<file path="config.mk">
export PLATFORM = sky130hd
export DESIGN_NAME = hsv2rgb
export DESIGN_NICKNAME = d
export VERILOG_FILES = /design/src/rtl/color_pkg.sv /design/src/rtl/const_div.sv /design/src/rtl/hsv2rgb.sv
export SDC_FILE = /design/constraint.sdc
export NUM_CORES = 2
export LEC_CHECK = 0
export ABC_AREA = 1
export CORE_ASPECT_RATIO = 0.6
export CORE_MARGIN = 1
export CORE_UTILIZATION = 30
export DETAILED_ROUTE_END_ITERATION = 8
export GPL_TIMING_DRIVEN = 0
export PLACE_DENSITY = 0.49
export SETUP_SLACK_MARGIN = 0.4
export SLEW_MARGIN = 0
export SYNTH_ARGS = -nofsm -noshare
export SYNTH_HDL_FRONTEND = slang
export SYNTH_HIERARCHICAL = 1
export SYNTH_SLANG_ARGS = --single-unit
</file>
<file path="constraint.sdc">
create_clock -name clk -period 12.07 [get_ports clk]
set_clock_uncertainty 0.05 [all_clocks]
set_input_delay 1.207 -clock clk [delete_from_list [all_inputs] [get_ports clk]]
set_output_delay 1.207 -clock clk [all_outputs]
set_load 0.05 [all_outputs]
</file>
<file path="src/rtl/color_pkg.sv">
// Shared colour-path definitions: field widths, hue/divisor constants and stage payload types.
// Used by both the HSV-to-RGB and RGB-to-HSV converters.
package color_pkg;

    localparam int unsigned HUE_W      = 9;
    localparam int unsigned CH_W       = 8;
    localparam int unsigned HUE_MAX    = 360;
    localparam int unsigned SECTOR_DEG = 60;
    localparam int unsigned DIV_Q      = 15300;
    localparam int unsigned DIV_P      = 255;

    localparam int unsigned FRAC_W = 6;        // f in 0..59
    localparam int unsigned SF_W   = 14;       // s*f and 15300 both fit
    localparam int unsigned PN_W   = 2 * CH_W;
    localparam int unsigned QN_W   = 22;

    typedef enum logic [2:0] {
        SecRed     = 3'd0,
        SecYellow  = 3'd1,
        SecGreen   = 3'd2,
        SecCyan    = 3'd3,
        SecBlue    = 3'd4,
        SecMagenta = 3'd5
    } sector_t;

    typedef struct packed {
        sector_t            sector;
        logic [FRAC_W-1:0]  frac;
        logic [CH_W-1:0]    sat;
        logic [CH_W-1:0]    val;
    } hsv_norm_t;

    typedef struct packed {
        sector_t            sector;
        logic [CH_W-1:0]    val;
        logic [PN_W-1:0]    pn;
        logic [QN_W-1:0]    qn;
        logic [QN_W-1:0]    tn;
    } hsv_prod_t;

    // A single subtraction is enough: the 9-bit range tops out below 2*360.
    function automatic logic [HUE_W-1:0] wrap_hue(input logic [HUE_W-1:0] hue);
        return (hue >= HUE_W'(HUE_MAX)) ? hue - HUE_W'(HUE_MAX) : hue;
    endfunction

endpackage

</file>
<file path="src/rtl/const_div.sv">
// Exact truncating unsigned division by a constant: reciprocal estimate plus one
// remainder correction.
module const_div #(
    parameter int unsigned Divisor  = 255,
    parameter int unsigned InWidth  = 16,
    parameter int unsigned OutWidth = 8
) (
    input  logic [InWidth-1:0]  dividend,
    output logic [OutWidth-1:0] quotient
);

    localparam int unsigned     ProdW = 2 * InWidth;
    localparam longint unsigned Recip = (64'd1 << InWidth) / 64'(Divisor);

    // With Recip = floor(2^InWidth / D) and dividend < 2^InWidth the estimate is
    // either exact or one low, so a single remainder check makes it exact.
    logic [ProdW-1:0]   prod;
    logic [InWidth-1:0] q_est;
    logic [InWidth-1:0] rem;
    logic [InWidth-1:0] q_fix;

    always_comb begin
        prod  = ProdW'(dividend) * ProdW'(Recip);
        q_est = InWidth'(prod >> InWidth);
        rem   = dividend - q_est * InWidth'(Divisor);
        q_fix = (rem >= InWidth'(Divisor)) ? q_est + InWidth'(1) : q_est;
    end

    assign quotient = OutWidth'(q_fix);

endmodule

</file>
<file path="src/rtl/hsv2rgb.sv">
// Streaming HSV-to-RGB converter: hue normalise, products, divide/select; 3 register
// stages with a whole-pipeline stall on output backpressure.
module hsv2rgb
    import color_pkg::*;
(
    input  logic             clk,
    input  logic             reset,
    input  logic             in_valid,
    output logic             in_ready,
    input  logic [HUE_W-1:0] hue,
    input  logic [CH_W-1:0]  saturation,
    input  logic [CH_W-1:0]  value,
    output logic             out_valid,
    input  logic             out_ready,
    output logic [CH_W-1:0]  red,
    output logic [CH_W-1:0]  green,
    output logic [CH_W-1:0]  blue
);

    logic stall;
    logic s1_valid_q;
    logic s2_valid_q;

    assign stall    = out_valid && !out_ready;
    assign in_ready = !stall;

    // Stage 1: hue normalisation
    logic [HUE_W-1:0] hue_norm;
    logic [2:0]       sector_raw;
    hsv_norm_t        s1_d;
    hsv_norm_t        s1_q;

    always_comb begin
        hue_norm    = wrap_hue(hue);
        sector_raw  = 3'(hue_norm / HUE_W'(SECTOR_DEG));
        s1_d.sector = sector_t'(sector_raw);
        s1_d.frac   = FRAC_W'(hue_norm - HUE_W'(SECTOR_DEG) * HUE_W'(sector_raw));
        s1_d.sat    = saturation;
        s1_d.val    = value;
    end

    // Stage 2: full-width products
    logic [CH_W-1:0] sat_inv;
    logic [SF_W-1:0] sat_f;
    logic [SF_W-1:0] sat_g;
    hsv_prod_t       s2_d;
    hsv_prod_t       s2_q;

    always_comb begin
        sat_inv     = CH_W'(DIV_P) - s1_q.sat;
        sat_f       = SF_W'(s1_q.sat) * SF_W'(s1_q.frac);
        sat_g       = SF_W'(s1_q.sat) * SF_W'(FRAC_W'(SECTOR_DEG) - s1_q.frac);
        s2_d.sector = s1_q.sector;
        s2_d.val    = s1_q.val;
        s2_d.pn     = PN_W'(s1_q.val) * PN_W'(sat_inv);
        s2_d.qn     = QN_W'(s1_q.val) * QN_W'(SF_W'(DIV_Q) - sat_f);
        s2_d.tn     = QN_W'(s1_q.val) * QN_W'(SF_W'(DIV_Q) - sat_g);
    end

    // Stage 3: exact divides and sector select
    logic [CH_W-1:0] p_val;
    logic [CH_W-1:0] q_val;
    logic [CH_W-1:0] t_val;
    logic [CH_W-1:0] red_d;
    logic [CH_W-1:0] green_d;
    logic [CH_W-1:0] blue_d;

    const_div #(
        .Divisor  (DIV_P),
        .InWidth  (PN_W),
        .OutWidth (CH_W)
    ) u_div_p (
        .dividend (s2_q.pn),
        .quotient (p_val)
    );

    const_div #(
        .Divisor  (DIV_Q),
        .InWidth  (QN_W),
        .OutWidth (CH_W)
    ) u_div_q (
        .dividend (s2_q.qn),
        .quotient (q_val)
    );

    const_div #(
        .Divisor  (DIV_Q),
        .InWidth  (QN_W),
        .OutWidth (CH_W)
    ) u_div_t (
        .dividend (s2_q.tn),
        .quotient (t_val)
    );

    always_comb begin
        red_d   = s2_q.val;
        green_d = t_val;
        blue_d  = p_val;
        unique case (s2_q.sector)
            SecRed:     begin red_d = s2_q.val; green_d = t_val;     blue_d = p_val;     end
            SecYellow:  begin red_d = q_val;     green_d = s2_q.val; blue_d = p_val;     end
            SecGreen:   begin red_d = p_val;     green_d = s2_q.val; blue_d = t_val;     end
            SecCyan:    begin red_d = p_val;     green_d = q_val;     blue_d = s2_q.val; end
            SecBlue:    begin red_d = t_val;     green_d = p_val;     blue_d = s2_q.val; end
            SecMagenta: begin red_d = s2_q.val; green_d = p_val;     blue_d = q_val;     end
            default:    begin red_d = s2_q.val; green_d = t_val;     blue_d = p_val;     end
        endcase
    end

    // Control and outputs: reset wins over stall
    always_ff @(posedge clk) begin
        if (reset) begin
            s1_valid_q <= 1'b0;
            s2_valid_q <= 1'b0;
            out_valid  <= 1'b0;
            red        <= '0;
            green      <= '0;
            blue       <= '0;
        end else if (!stall) begin
            s1_valid_q <= in_valid;
            s2_valid_q <= s1_valid_q;
            out_valid  <= s2_valid_q;
            if (s2_valid_q) begin
                red   <= red_d;
                green <= green_d;
                blue  <= blue_d;
            end
        end
    end

    // Datapath registers carry no reset; the valid bits qualify them.
    always_ff @(posedge clk) begin
        if (!stall) begin
            s1_q <= s1_d;
            s2_q <= s2_d;
        end
    end

endmodule
</file>
==> flow_summary.ini <==
[drt]
viasPerCell = 4.67
drtAntennaViolNets = 0
first_pass_iters = 8
wl_um = 102000
wl_per_cell_um = 16.6
drc = 0
first_iter_violations = 2487
dr_total_vias = 28800

[setup_path]
crit_arrival_ns = 10.77
required_ns = 12.39
critPathMaxFanout = 8
max_stage_delay_ns = 0.59
worstSetupPathType = flop to flop
slowest_stage = fa_1
end_kind = flop
critPathLaunchType = flop
crit_top_cell = nand2_1

[yosys]
ys_seq_area_share_pct = 9.97
yosysUniqueCellTypes = 62
synthCells = 4578
synth_nets = 5550
yosys_register_bits = 122
yosysWarnings = 6
avgSynthCellArea_um2 = 7.43
synth_area_mm2 = 0.0340

[sta]
rsz0062_at_grt = false
finalHoldViolations = 0
setup_viol_count_final = 0
timing.fmax_ghz = 0.0957
timing.hold.ws_ns = 0.404
min_period_over_period_pct = 86.5
setup-tns-final_ns = 0
max_slew_margin_pct = 31.7
timing.final.crit_period_ns = 10.45
slew_viol_final = 0
tightest_slew_ns = 1.02

[global_route]
grt_use_total_pct = 18.1
grt_pass1_vias = 27400
overflow = 0
grt_antenna_before_repair = 2
grt_max_degree = 52
grt_pass1_wl_um = 162000

[clock_tree]
cts_tree = built
clkSlewWorstSetupHoldPaths_ns = 0.07
post_cts_buffers = 0
numCtsBuffers = 17
cts_max_level = 4
cts_resized = 0
postCtsHoldBufs = 0
cts_sinks = 122
cts-root-buf = clkbuf_16
insertion_delay_ns = 0.49
clock_tree.buffer_depth = 2

[final_layout]
final_cell_area_mm2 = 0.0370
final_nets = 5622
register_area_mm2 = 0.00339
layout_commonest_cell = nand2_1
drive_gt1_share_pct = 4.31
nFillCells = 12300
multi_input_area_mm2 = 0.0266
finalCoreUtilization_pct = 33.0
antenna-diode-count = 0
mostFrequentLayoutCells = nand2_1 (1096), inv_1 (990), ha_1 (541)
areaGrowthSynthToFinish_pct = 8.75

[die]
initial_core_util_pct = 30.3
die-area_mm2 = 0.115
num_rows = 95
coreArea_mm2 = 0.112
io_pins = 55
fp.dieH_um = 263
fp.dieW_um = 437

[place]
io_buffers = 52
dpl_cell_area_mm2 = 0.0365
dp_hpwl_um = 89900
place_congestion = 0.916

[flow_run]
timing.max_cap.violations = 0

[status]
outcome = completed

[min_path]
min_path_type = flop to flop
path summary, 6_finish.rpt:
check	startpoint	to	slack [ns]	cells past startpoint
worst max register to register	s2_q[6]$_DFFE_PN_	red[7]$_SDFFE_PP0P_	1.62	42
worst min register to register	s1_q[4]$_DFFE_PN_	s2_q[64]$_DFFE_PN_	0.40	0
worst min-delay path	s1_q[4]$_DFFE_PN_	s2_q[64]$_DFFE_PN_	0.40	0
worst max-delay path	s2_q[6]$_DFFE_PN_	red[7]$_SDFFE_PP0P_	1.62	42
stage by stage:
stage                     worst slack, ns  std cells
final                                1.62       6166
after global placement               1.80       6133
after floorplan                      3.33       4578
after global routing                0.999       6166
after CTS                            1.77       6166
after detailed placement             1.82       6134
kinds of logic after synthesis:
group	share of synthesized area [%]
AOI/OAI and AO/OA	6.43
buffers and inverters	12.0
and+or+nand+nor	24.6
adders and majority gates	43.5
DFF	9.97
xor gates and xnor gates	3.49
state kept, by name, summed over array words and instances, names as in the netlist:
| register | cells |
|---|---|
| s2_q | 70 |
| s1_q | 25 |
| blue | 8 |
| green | 8 |
| red | 8 |
| out_valid | 1 |
| s1_valid_q | 1 |
| s2_valid_q | 1 |
per-layer routing:
layer / up-vias / track usage, % / part of all wire [%] / wire [um]
met5: - / 0 / 0 / 0
met4: 0 / 2.33 / 0.77 / 789
met3: 45 / 2.89 / 7.2 / 7370
met2: 823 / 22.4 / 34 / 35300
met1: 13500 / 31.5 / 58 / 59000
li1: 14400 / - / - / -
Yosys cell counts (all sizes together):
master	n	area [um^2]
nor2	444	1850
o31a	1	8.76
nand2	1141	4430
edfxtp	95	2850
o21a	2	15.0
a31oi	14	87.6
buf	14	68.8
ha	541	6770
a21boi	4	30.0
a211oi	1	7.51
nor3	29	185
o31ai	3	22.5
o221ai	2	17.5
o21bai	18	135
a31o	1	8.76
a21o	15	113
nand4	54	353
o211ai	20	155
xnor2	50	445
xor2	80	742
o311ai	1	8.76
nand3	201	1090
o21ai	70	362
clkbuf	49	184
a21oi	182	937
and3	1	6.26
nor4	5	46.3
clkinv	4	15.0
and2	9	56.3
o2111ai	15	131
or2	25	156
nand3b	24	184
nor3b	2	15.0
inv	1015	3810
dfxtp	27	541
fa	402	8050
a221oi	17	149
area by class of cell:
| type | instances | share of cell area (%) |
|---|---|---|
| plain buffers | 63 | 0.683 |
| clock buffers | 18 | 1.19 |
| clock inverters | 14 | 0.291 |
| inverters | 1019 | 10.3 |
| multi-input cells | 3374 | 71.8 |
| flip-flops and latches | 122 | 9.17 |
| well taps | 1503 | 5.08 |
| repair buffers | 53 | 1.48 |
critical path: cells and delay by family (launching register included):
family,cells,cell delay (ns)
AOI/OAI and AO/OA,7,1.77
xor gates and xnor gates,2,0.62
adders and majority gates,10,4.37
buffers and inverters,5,0.49
DFF,1,0.56
and+or+nand+nor,18,2.47
Power is not shown: default switching activity piles up to over one toggle a cycle in this logic, so the estimate is an artifact.
